==> src/rtl/vga_pkg.sv <==
// Shared encodings for the VGA pattern sequencer: displayed modes, FSM states,
// start-of-frame pixel position and small helpers.
package vga_pkg;

  typedef enum logic [1:0] {
    MODE_PATT2 = 2'd0,
    MODE_PATT1 = 2'd1,
    MODE_XOR   = 2'd2,
    MODE_BLANK = 2'd3
  } mode_t;

  typedef enum logic [1:0] {
    ST_SHOW  = 2'd0,
    ST_PEND  = 2'd1,
    ST_BLANK = 2'd2
  } state_t;

  localparam int unsigned SOF_ROW = 0;
  localparam int unsigned SOF_COL = 0;

  function automatic int unsigned cnt_width(input int unsigned n);
    return (n > 1) ? $clog2(n) : 1;
  endfunction

  // Auto-cycle order: PATT2 -> PATT1 -> XOR -> PATT2
  function automatic mode_t next_auto(input mode_t m);
    case (m)
      MODE_PATT2: return MODE_PATT1;
      MODE_PATT1: return MODE_XOR;
      default:    return MODE_PATT2;
    endcase
  endfunction

endpackage

==> src/rtl/switch_debounce.sv <==
// Two-flop synchroniser followed by a debouncer: the level follows the input
// only after DEBOUNCE_CYCLES consecutive synchronised samples that differ from it.
module switch_debounce
  import vga_pkg::*;
#(
  parameter int unsigned DEBOUNCE_CYCLES = 1000000
) (
  input  logic clk_i,
  input  logic reset_i,
  input  logic sw_i,
  output logic level_o
);

  localparam int unsigned   CW       = cnt_width(DEBOUNCE_CYCLES);
  localparam logic [CW-1:0] CNT_LAST = CW'(DEBOUNCE_CYCLES - 1);

  logic          r_sync1;
  logic          r_sync2;
  logic          r_level;
  logic [CW-1:0] r_cnt;

  always_ff @(posedge clk_i) begin
    if (reset_i) begin
      r_sync1 <= 1'b0;
      r_sync2 <= 1'b0;
      r_level <= 1'b0;
      r_cnt   <= '0;
    end else begin
      r_sync1 <= sw_i;
      r_sync2 <= r_sync1;
      if (r_sync2 == r_level) begin
        r_cnt <= '0;
      end else if (r_cnt == CNT_LAST) begin
        r_level <= r_sync2;
        r_cnt   <= '0;
      end else begin
        r_cnt <= r_cnt + 1'b1;
      end
    end
  end

  assign level_o = r_level;

endmodule

==> src/rtl/vga_pattern_sequencer.sv <==
// Frame-synchronous pattern selector in front of the VGA driver: debounced
// switches or an auto-cycle choose a pattern, swapped only at start of frame.
module vga_pattern_sequencer
  import vga_pkg::*;
#(
  parameter int unsigned DEBOUNCE_CYCLES = 1000000,
  parameter int unsigned FRAMES_PER_MODE = 120,
  parameter int unsigned BLANK_FRAMES    = 1
) (
  input  logic       clk_i,
  input  logic       reset_i,
  input  logic       switch1_i,
  input  logic       switch2_i,
  input  logic       auto_i,
  input  logic [8:0] row_i,
  input  logic [9:0] column_i,
  input  logic [2:0] rgb1_i,
  input  logic [2:0] rgb2_i,
  output logic [2:0] rgb_o,
  output logic [1:0] mode_o,
  output logic       busy_o,
  output logic       sof_o
);

  localparam int unsigned   FW         = cnt_width(FRAMES_PER_MODE);
  localparam int unsigned   BW         = cnt_width(BLANK_FRAMES);
  localparam logic [FW-1:0] FRAME_LAST = FW'(FRAMES_PER_MODE - 1);
  localparam logic [BW-1:0] BLANK_LAST = BW'(BLANK_FRAMES - 1);

  logic w_sw1;
  logic w_sw2;
  logic w_auto;
  logic w_z;
  mode_t w_req;
  logic [2:0] w_rgb;

  state_t        r_state;
  mode_t         r_cur;
  mode_t         r_tgt;
  mode_t         r_mode;
  mode_t         r_auto_idx;
  logic          r_busy;
  logic          r_z_d;
  logic          r_sof;
  logic [BW-1:0] r_blank_cnt;
  logic [FW-1:0] r_frame_cnt;

  switch_debounce #(.DEBOUNCE_CYCLES(DEBOUNCE_CYCLES)) u_deb_sw1 (
    .clk_i(clk_i), .reset_i(reset_i), .sw_i(switch1_i), .level_o(w_sw1)
  );
  switch_debounce #(.DEBOUNCE_CYCLES(DEBOUNCE_CYCLES)) u_deb_sw2 (
    .clk_i(clk_i), .reset_i(reset_i), .sw_i(switch2_i), .level_o(w_sw2)
  );
  switch_debounce #(.DEBOUNCE_CYCLES(DEBOUNCE_CYCLES)) u_deb_auto (
    .clk_i(clk_i), .reset_i(reset_i), .sw_i(auto_i), .level_o(w_auto)
  );

  assign w_z = (row_i == 9'(SOF_ROW)) && (column_i == 10'(SOF_COL));

  always_comb begin
    w_req = MODE_PATT2;
    if (w_auto)         w_req = r_auto_idx;
    else if (w_sw2)     w_req = MODE_XOR;
    else if (w_sw1)     w_req = MODE_PATT1;
  end

  always_ff @(posedge clk_i) begin
    if (reset_i) begin
      r_state     <= ST_SHOW;
      r_cur       <= MODE_PATT2;
      r_tgt       <= MODE_PATT2;
      r_mode      <= MODE_PATT2;
      r_auto_idx  <= MODE_PATT2;
      r_busy      <= 1'b0;
      r_z_d       <= 1'b0;
      r_sof       <= 1'b0;
      r_blank_cnt <= '0;
      r_frame_cnt <= '0;
    end else begin
      // z holds for a whole pixel; only its rising edge marks the frame start
      r_z_d <= w_z;
      r_sof <= w_z & ~r_z_d;

      if (!w_auto) begin
        r_frame_cnt <= '0;
      end else if (r_sof && (r_state == ST_SHOW)) begin
        if (r_frame_cnt == FRAME_LAST) begin
          r_frame_cnt <= '0;
          r_auto_idx  <= next_auto(r_auto_idx);
        end else begin
          r_frame_cnt <= r_frame_cnt + 1'b1;
        end
      end

      case (r_state)
        ST_SHOW: begin
          if (w_req != r_cur) begin
            r_state <= ST_PEND;
            r_busy  <= 1'b1;
          end
        end
        ST_PEND: begin
          if (r_sof) begin
            if (w_req == r_cur) begin
              r_state <= ST_SHOW;
              r_busy  <= 1'b0;
            end else begin
              r_tgt       <= w_req;
              r_blank_cnt <= '0;
              r_mode      <= MODE_BLANK;
              r_state     <= ST_BLANK;
            end
          end
        end
        ST_BLANK: begin
          if (r_sof) begin
            if (r_blank_cnt == BLANK_LAST) begin
              r_cur       <= r_tgt;
              r_mode      <= r_tgt;
              r_state     <= ST_SHOW;
              r_busy      <= 1'b0;
              r_blank_cnt <= '0;
            end else begin
              r_blank_cnt <= r_blank_cnt + 1'b1;
            end
          end
        end
        default: begin
          r_state <= ST_SHOW;
          r_busy  <= 1'b0;
        end
      endcase
    end
  end

  always_comb begin
    w_rgb = '0;
    if (!reset_i) begin
      case (r_mode)
        MODE_PATT2: w_rgb = rgb2_i;
        MODE_PATT1: w_rgb = rgb1_i;
        MODE_XOR:   w_rgb = rgb1_i ^ rgb2_i;
        default:    w_rgb = '0;
      endcase
    end
  end

  assign rgb_o  = w_rgb;
  assign mode_o = r_mode;
  assign busy_o = r_busy;
  assign sof_o  = r_sof;

endmodule

==> config.mk <==
export PLATFORM = sky130hd
export DESIGN_NAME = vga_pattern_sequencer
export DESIGN_NICKNAME = d
export VERILOG_FILES = /design/src/rtl/vga_pkg.sv /design/src/rtl/switch_debounce.sv /design/src/rtl/vga_pattern_sequencer.sv
export SDC_FILE = /design/constraint.sdc
export NUM_CORES = 1
export LEC_CHECK = 0
export ABC_CLOCK_PERIOD_IN_PS = 1800
export BUFFER_PORTS_ARGS = -buffer_cell sky130_fd_sc_hd__buf_2
export CORE_ASPECT_RATIO = 1.25
export CORE_MARGIN = 2
export CORE_UTILIZATION = 40
export DETAILED_ROUTE_END_ITERATION = 12
export GPL_TIMING_DRIVEN = 1
export PLACE_DENSITY = 0.59
export SKIP_CTS_REPAIR_TIMING = 1
export SYNTH_ARGS = -nofsm -noshare
export SYNTH_HDL_FRONTEND = slang
export SYNTH_SLANG_ARGS = --single-unit
==> constraint.sdc <==
create_clock -name clk_i -period 1.8 [get_ports clk_i]
set_input_delay 0.54 -clock clk_i [delete_from_list [all_inputs] [get_ports clk_i]]
set_output_delay 0.54 -clock clk_i [all_outputs]
set_load 0.02 [all_outputs]
; After elaboration in Yosys (flattened, before gate mapping)
; Index checks and enable logic that the tools add are counted.
[totals]
inputBits = 30
reg_bits = 90
wordCells = 107
output_inout_bits = 7
[classes]
add_sub_neg = 5
eq_ne = 20
muxes = 29
bitwise_logic = 9
reduce_logical = 22
[op_table]
columns = cell, n
row1 = adder 20 x 1 -> 20 bit (second input constant), 3
row2 = equality test 20 bit (second input constant), 3
row3 = 2-to-1 mux 2 bit, 11
row4 = logical NOT 10 bit, 1
row5 = 2-to-1 mux 1 bit, 10
row6 = != test 2 bit (second input constant), 5
row7 = AND reduction 5 bit, 2
row8 = logical NOT 9 bit, 1
row9 = one-hot mux 3 bit (3 select lines), 1
row10 = AND reduction 3 bit, 3
row11 = OR reduction 3 bit, 3
row12 = one-hot mux 2 bit (2 select lines), 2
row13 = AND reduction 4 bit, 2
row14 = adder 7 x 1 -> 7 bit (second input constant), 1
row15 = equality test 7 bit (second input constant), 1
row16 = 2-to-1 mux 7 bit, 1
row17 = NOT 1 bit, 7
row18 = equality test 2 x 1 -> 1 bit (second input constant), 3
row19 = logical NOT 2 bit, 3
row20 = one-hot mux 2 bit (3 select lines), 1
row21 = AND reduction 2 bit, 3
row22 = equality test 2 bit (second input constant), 2
row23 = equality test 1 bit, 3
row24 = 2-to-1 mux 3 bit, 1
row25 = 11 further kinds, 12

; Depth between registers and ports, before layout
; Gate-level depths: netlist of the first run.
[depth]
ltp_word = 7
depth_mapped = 8
mapped_depth_nobuf = 6

; By module
; A second synthesis of the first run with hierarchy kept.
[unflattened]
cells_unflattened = 482
hier_area_um2 = 4272.8
[modules_own_cells]
columns = module, instances, seq_area_each_um2, cells_per_inst, area_per_inst_um2
row1 = switch_debounce, 3, 460.4, 116, 1058.5
row2 = vga_pattern_sequencer, 1, 400.4, 134, 1097.3

; Least setup slack after synthesis of the first run
; OpenSTA, ideal clock, no wires.
[synth_path]
path_kind = input port to output port
start = input port reset_i
end = output port rgb_o[0]
required_ns = 1.260
t_arrival_ns = 1.241
n_path_buf = 2
path_slack_ns = 0.019
cell_stages = 3
path_cell_list = clkbuf_1 -> buf_1 -> nor2_1
[synth_via]
elab_chain_len = 1
[synth_lines]
columns = item, line
row1 = from (decl), vga_pattern_sequencer.sv:11  ; input logic reset_i,
row2 = 2-to-1 mux 3 bit, vga_pattern_sequencer.sv:138  ; if (!reset_i) begin
row3 = to (decl), vga_pattern_sequencer.sv:19  ; output logic [2:0] rgb_o,
; No other way between the ends.

; Final worst setup path of the first run
[layout_path]
start = register r_mode[0] (netlist: mode_o[0])
end = output port rgb_o[0]
[layout_via]
elab_chain_len = 3
word_cells_on_any_way = 5
cone_classes = 2 x eq/ne / 2 x mux / 1 x reduce/logical
[layout_lines]
columns = item, line
row1 = from (decl), vga_pattern_sequencer.sv:40  ; mode_t r_mode;
row2 = from (signal assigned), vga_pattern_sequencer.sv:119  ; r_mode <= r_tgt;
row3 = "equality test 2 bit, or another cell as far along", vga_pattern_sequencer.sv:139  ; case (r_mode)
row4 = one-hot mux 3 bit (3 select lines) *, vga_pattern_sequencer.sv:139
row5 = 2-to-1 mux 3 bit *, vga_pattern_sequencer.sv:138
; Every way passes the cells marked *; elsewhere a longest branch is shown, timed or not.

==> impl_metrics.py, run 1 <==
metrics = {
    "sta": {
        "rsz0062_at_grt": "true",
        "setup_violations": 3,
        "finalCriticalPeriod_ns": 1.83,
        "max_freq_mhz": 545,
        "fin_skew_ns": 0.00602,
        "fin_crit_sh": 1.02,
        "finalHoldViolations": 0,
        "setup_ws_ns": -0.0348,
        "slew_headroom": 0.775,
        "worst_slew_pin_slew_ns": 0.333,
        "hold-worst-slack_ns": 0.406,
        "maxSlewViolCount": 0,
    },
    "route": {
        "wire_per_inst_um": 11.6,
        "num_vias": 3272,
        "drc": 0,
        "wl_um": 7620,
        "first_pass_iters": 7,
        "drt-initial-drc-count": 111,
        "antenna_left": 0,
        "via_per_inst": 5.00,
    },
    "clock_tree": {
        "numCtsBuffers": 9,
        "htreeDepth": 3,
        "cts_sinks": 89,
        "cts-root-buf": "clkbuf_16",
        "cts_tree": "built",
        "clock_latency_ns": 0.34,
        "cts_buffer_depth": 2,
        "cts.reportedPaths.clkPinSlew_ns": 0.06,
    },
    "setup_path": {
        "crit_path_max_fanout": 5,
        "worstPathCellList": "mux2i_1 > nor2_1 > a21oi_1 > nor2_1 > buf_2",
        "crit_slowest_cell": "dfxtp_4",
        "path_class": "reg -> out",
        "crit_arrival_ns": 1.29,
        "cp.required_ns": 1.26,
        "setup.worst_path.start_class": "register",
        "cp_top_family": "flip-flops",
        "max_stage_delay_ns": 0.38,
        "crit_top_cell": "nor2_1",
        "cp_num_buf_inv": 1,
        "endpoint_kind": "output port",
    },
    "floorplanning": {
        "dieArea_um2": 10800,
        "rows": 40,
        "die_x_um": 93.3,
        "pin_count": 37,
        "start_util": 0.413,
        "die_y_um": 116,
        "core_area_um2": 9660,
    },
    "global_route": {
        "grt_max_degree": 21,
        "grtUsageTotal": 0.154,
        "gr-total-overflow": 0,
        "antenna_found_initial": 0,
        "grt_pass1_vias": 3145,
        "grt_pass1_wl_um": 13400,
    },
    "layout": {
        "n_antenna_cell": 0,
        "area_growth_pct": 22.1,
        "final_layout_size_suffix_gt1_frac": 0.188,
        "nets": 557,
    },
    "hold_path": {
        "hold_class": "in -> reg",
    },
    "yosys": {
        "yosysWarnings": 0,
        "yosys.area.top_type": "dfxtp_1",
        "synth_area_um2": 3990,
        "syn-num-nets": 492,
        "yosysTopAreaCellShare": 0.447,
        "netlist_instances": 458,
        "ys_types": 46,
        "syn-mean-instance-area_um2": 8.70,
        "ys.flop_type": "dfxtp_1",
        "ys_seq_elements": 89,
        "seq_area_frac_synth": 0.447,
        "synthArstFlopShare": 0,
        "synth-edff-count": 0,
        "synth_area_leaders": "dfxtp_1 45%, nor2_1 8.5%, xor2_1 6.8%",
    },
    "placed_design": {
        "place.gp.congestion": 0.781,
        "dp_hpwl_um": 5450,
        "port_buffers": 36,
    },
    "job": {
        "maxCapViolations": 0,
    },
    "status": {
        "violations": "negative setup slack",
        "status": "finished with violations",
    },
    "power_and_ir_drop": {
        "total_power_mw": 4.00,
        "power_density_nw_per_um2": 823,
        "p_leak_nw": 1.74,
        "vdd_drop_max_uv": 539,
    },
}
## cells by family after synthesis
family	after synthesis	share of synthesized area
AOI/OAI and AO/OA	33	0.0477
xor gates and xnor gates	58	0.127
adders and majority gates	4	0.0126
buffers and inverters	25	0.0286
DFF	89	0.447
muxes	12	0.0308
and+or+nand+nor	237	0.306
## flip-flops by register name, summed over array words and instances, names as in the netlist, 2 cells and up
signal,flops
u_deb_sw1.r_cnt,20
r_auto_idx,2
r_cur,2
u_deb_sw2.r_cnt,20
r_tgt,2
r_frame_cnt,7
mode_o,2
u_deb_auto.r_cnt,20
r_state,2
## layer usage
metal,GRT usage,vias to the layer above,part of all wire
met5,0,-,0
li1,-,1699,-
met4,0.0745,0,0.021
met3,0.0364,10,0.027
met2,0.265,41,0.50
met1,0.181,1522,0.46
## report_power, final
group          switching, mW  internal (mW)
sequential           0.00507           1.98
clock                  0.795           1.11
combinational         0.0591         0.0548
## Yosys cell counts (9+ instances only)
master,number
and3_1,10
nand4_1,9
nand3_1,32
o21ai_0,9
inv_1,13
and4_1,9
a21oi_1,16
nor2_1,90
nor2b_1,9
xor2_1,31
or3_1,9
xnor2_1,27
mux2i_1,10
dfxtp_1,89
nor3_1,10
nand2_1,28
## placed cells by master, fill, tap and decap left out, drive strengths merged, types with 10 or more instances in the layout
cell    instances
nand3          32
dfxtp          89
buf            66
xor2           31
and4           10
nor2           90
mux2i          10
nand4          10
and3           10
nor3           10
inv            13
xnor2          27
clkbuf         10
a21oi          16
nand2          29
## layout make-up
type / count / area [um^2]
fillers: 933 / 4790
multi-input cells: 344 / 2120
flip-flops and latches: 89 / 1790
repair buffers: 66 / 443
clock buffers: 10 / 239
well taps: 126 / 158
clock inverters: 6 / 67.6
inverters: 13 / 48.8
## final timing paths
check | to | cells past startpoint | from | slack, ns
max | rgb_o[0] | 5 | mode_o[0] | -0.03
min | u_deb_auto.r_sync1 | 2 | auto_i | 0.41
max reg2reg | r_tgt[0] | 5 | u_deb_sw2.level_o | 0.09
min reg2reg | sof_o | 1 | r_z_d | 0.41
## through the flow
step	TNS (ns)	cells	util	setup WS [ns]	instance area [um^2]
6_report	-0.0748	654	0.504	-0.0348	4870
5_1_grt	-0.336	654	0.504	-0.123	4870
4_1_cts	-0.527	653	0.499	-0.159	4820
3_5_place_dp	-0.0149	637	0.467	-0.00381	4510
3_3_place_gp	0	637	0.467	0.0435	4510
2_1_floorplan	0	458	-	0.0193	3990
Power figures use the tool's default switching activity.
==> run 2, diff against run 1 <==
- TNS_END_PERCENT: not set -> 1
==> run 2 against run 1 <==
The run still ends with negative setup slack left. Setup slack gained 0.00078 ns. Clock skew about the same. Final cell count fell by 0.15%.
==> impl_metrics.py, run 2 (same netlist as run 1, synthesis figures left out) <==
metrics = {
    "sta": {
        "maxSlewViolCount": 0,
        "worst_slew_pin_slew_ns": 0.334,
        "fin_crit_sh": 1.02,
        "setup_ws_ns": -0.0340,
        "rsz0062_at_grt": "true",
        "max_freq_mhz": 545,
        "fin_skew_ns": 0.00611,
        "finalCriticalPeriod_ns": 1.83,
        "slew_headroom": 0.774,
        "tns_ns": -0.0731,
        "setup_violations": 3,
        "finalHoldViolations": 0,
    },
    "route": {
        "antenna_left": 0,
        "drt-initial-drc-count": 123,
        "via_per_inst": 5.02,
        "wire_per_inst_um": 11.7,
        "drc": 0,
        "num_vias": 3278,
        "first_pass_iters": 4,
        "wl_um": 7610,
    },
    "clock_tree": {
        "htreeDepth": 3,
        "cts_buffer_depth": 2,
        "numCtsBuffers": 9,
        "cts.reportedPaths.clkPinSlew_ns": 0.06,
        "cts-root-buf": "clkbuf_16",
        "clock_latency_ns": 0.34,
        "cts_tree": "built",
        "cts_sinks": 89,
    },
    "floorplanning": {
        "core_area_um2": 9660,
        "die_x_um": 93.3,
        "dieArea_um2": 10800,
        "pin_count": 37,
        "die_y_um": 116,
        "rows": 40,
        "start_util": 0.413,
    },
    "setup_path": {
        "path_class": "reg -> out",
        "crit_path_max_fanout": 5,
        "ff2ff_setup_slack_ns": 0.06,
        "crit_arrival_ns": 1.29,
        "r2r_start": "u_deb_sw2.level_o",
        "setup.worst_path.start_class": "register",
        "r2r-end": "r_tgt[0]",
        "endpoint_kind": "output port",
        "reg2reg_depth": 5,
        "cp.required_ns": 1.26,
    },
    "global_route": {
        "grt_pass1_wl_um": 13400,
        "grt_max_degree": 21,
        "grtUsageTotal": 0.154,
        "grt_pass1_vias": 3145,
        "antenna_found_initial": 0,
        "gr-total-overflow": 0,
    },
    "layout": {
        "final_common_cell": "nor2_1",
        "n_antenna_cell": 0,
        "seqCellArea_um2": 1790,
        "final_cell_mix": "90 x nor2_1, 86 x dfxtp_1, 36 x buf_2",
        "stdcell_count": 653,
        "n_fill_cell": 933,
        "reg_top3": "u_deb_auto.r_cnt: 20 flops, u_deb_sw1.r_cnt: 20 flops, u_deb_sw2.r_cnt: 20 flops",
        "final_util": 0.503,
        "final_layout_size_suffix_gt1_frac": 0.184,
        "area_growth_pct": 21.9,
        "multi_input_area_um2": 2120,
        "nets": 556,
        "design_area_um2": 4860,
    },
    "job": {
        "maxCapViolations": 0,
    },
    "hold_path": {
        "hold_path_startpoint": "auto_i",
        "whs_path_depth": 2,
        "worst_hold_path.endpoint": "u_deb_auto.r_sync1",
        "hold_class": "in -> reg",
    },
    "power_and_ir_drop": {
        "total_power_mw": 4.00,
        "power_density_nw_per_um2": 824,
        "vdd_drop_max_uv": 539,
        "p_leak_nw": 1.74,
    },
    "placed_design": {
        "dp_hpwl_um": 5450,
        "place.gp.congestion": 0.781,
        "placedInstanceArea_um2": 4510,
        "port_buffers": 36,
        "dp_cells": 637,
    },
    "status": {
        "violations": "negative setup slack",
        "status": "finished with violations",
    },
}
run 2: cell types whose count changed in the layout (fill, tap and decap cells not counted):
cell / delta
a21oi_1: +1
a21oi_2: -1
buf_4: -1
run 2: stage by stage:
step | setup slack, ns | hold slack (ns)
6_report | -0.0340 | 0.406
4_1_cts | -0.159 | 0.395
3_3_place_gp | 0.0435 | 0.384
3_5_place_dp | -0.00381 | 0.388
5_1_grt | -0.123 | 0.416
2_1_floorplan | 0.0193 | 0.375
run 2: worst max-delay path by stage:
stage	start	slack, ns	cells after the start	endpoint
floorplan	reset_i	0.02	3	rgb_o[0]
global placement	u_deb_sw1.r_cnt[15]	0.04	6	u_deb_sw1.r_cnt[11]
detailed placement	u_deb_sw1.r_cnt[15]	-0.004	6	u_deb_sw1.r_cnt[10]
CTS	mode_o[0]	-0.16	5	rgb_o[0]
global route	mode_o[0]	-0.12	5	rgb_o[1]
finish	mode_o[0]	-0.03	5	rgb_o[0]
run 2: final cells by class:
type | instances | area share
multi-input combinational | 344 | 0.436
sequential | 89 | 0.368
timing repair buffer | 65 | 0.0897
clock buffer | 10 | 0.0492
tap | 126 | 0.0325
clock inverter | 6 | 0.0139
inverter | 13 | 0.0100
run 2: report_power, final:
group / total [mW] / switching [mW] / internal [mW]
registers: 1.98 / 0.00510 / 1.98
clock network: 1.91 / 0.794 / 1.11
logic: 0.114 / 0.0590 / 0.0548
run 2: worst max-delay path: stages (launching register included):
cell and delay, ns:
dfxtp_4 0.38, mux2i_1 0.18, nor2_1 0.05, a21oi_1 0.13, nor2_1 0.06, buf_2 0.16
run 2: routing by layer:
metal  share of wire  vias to the layer above  track usage
li1                -                     1693            -
met1            0.45                     1523        0.181
met2            0.49                       50        0.265
met3           0.030                       12       0.0364
met4           0.022                        0       0.0745
met5               0                        -            0
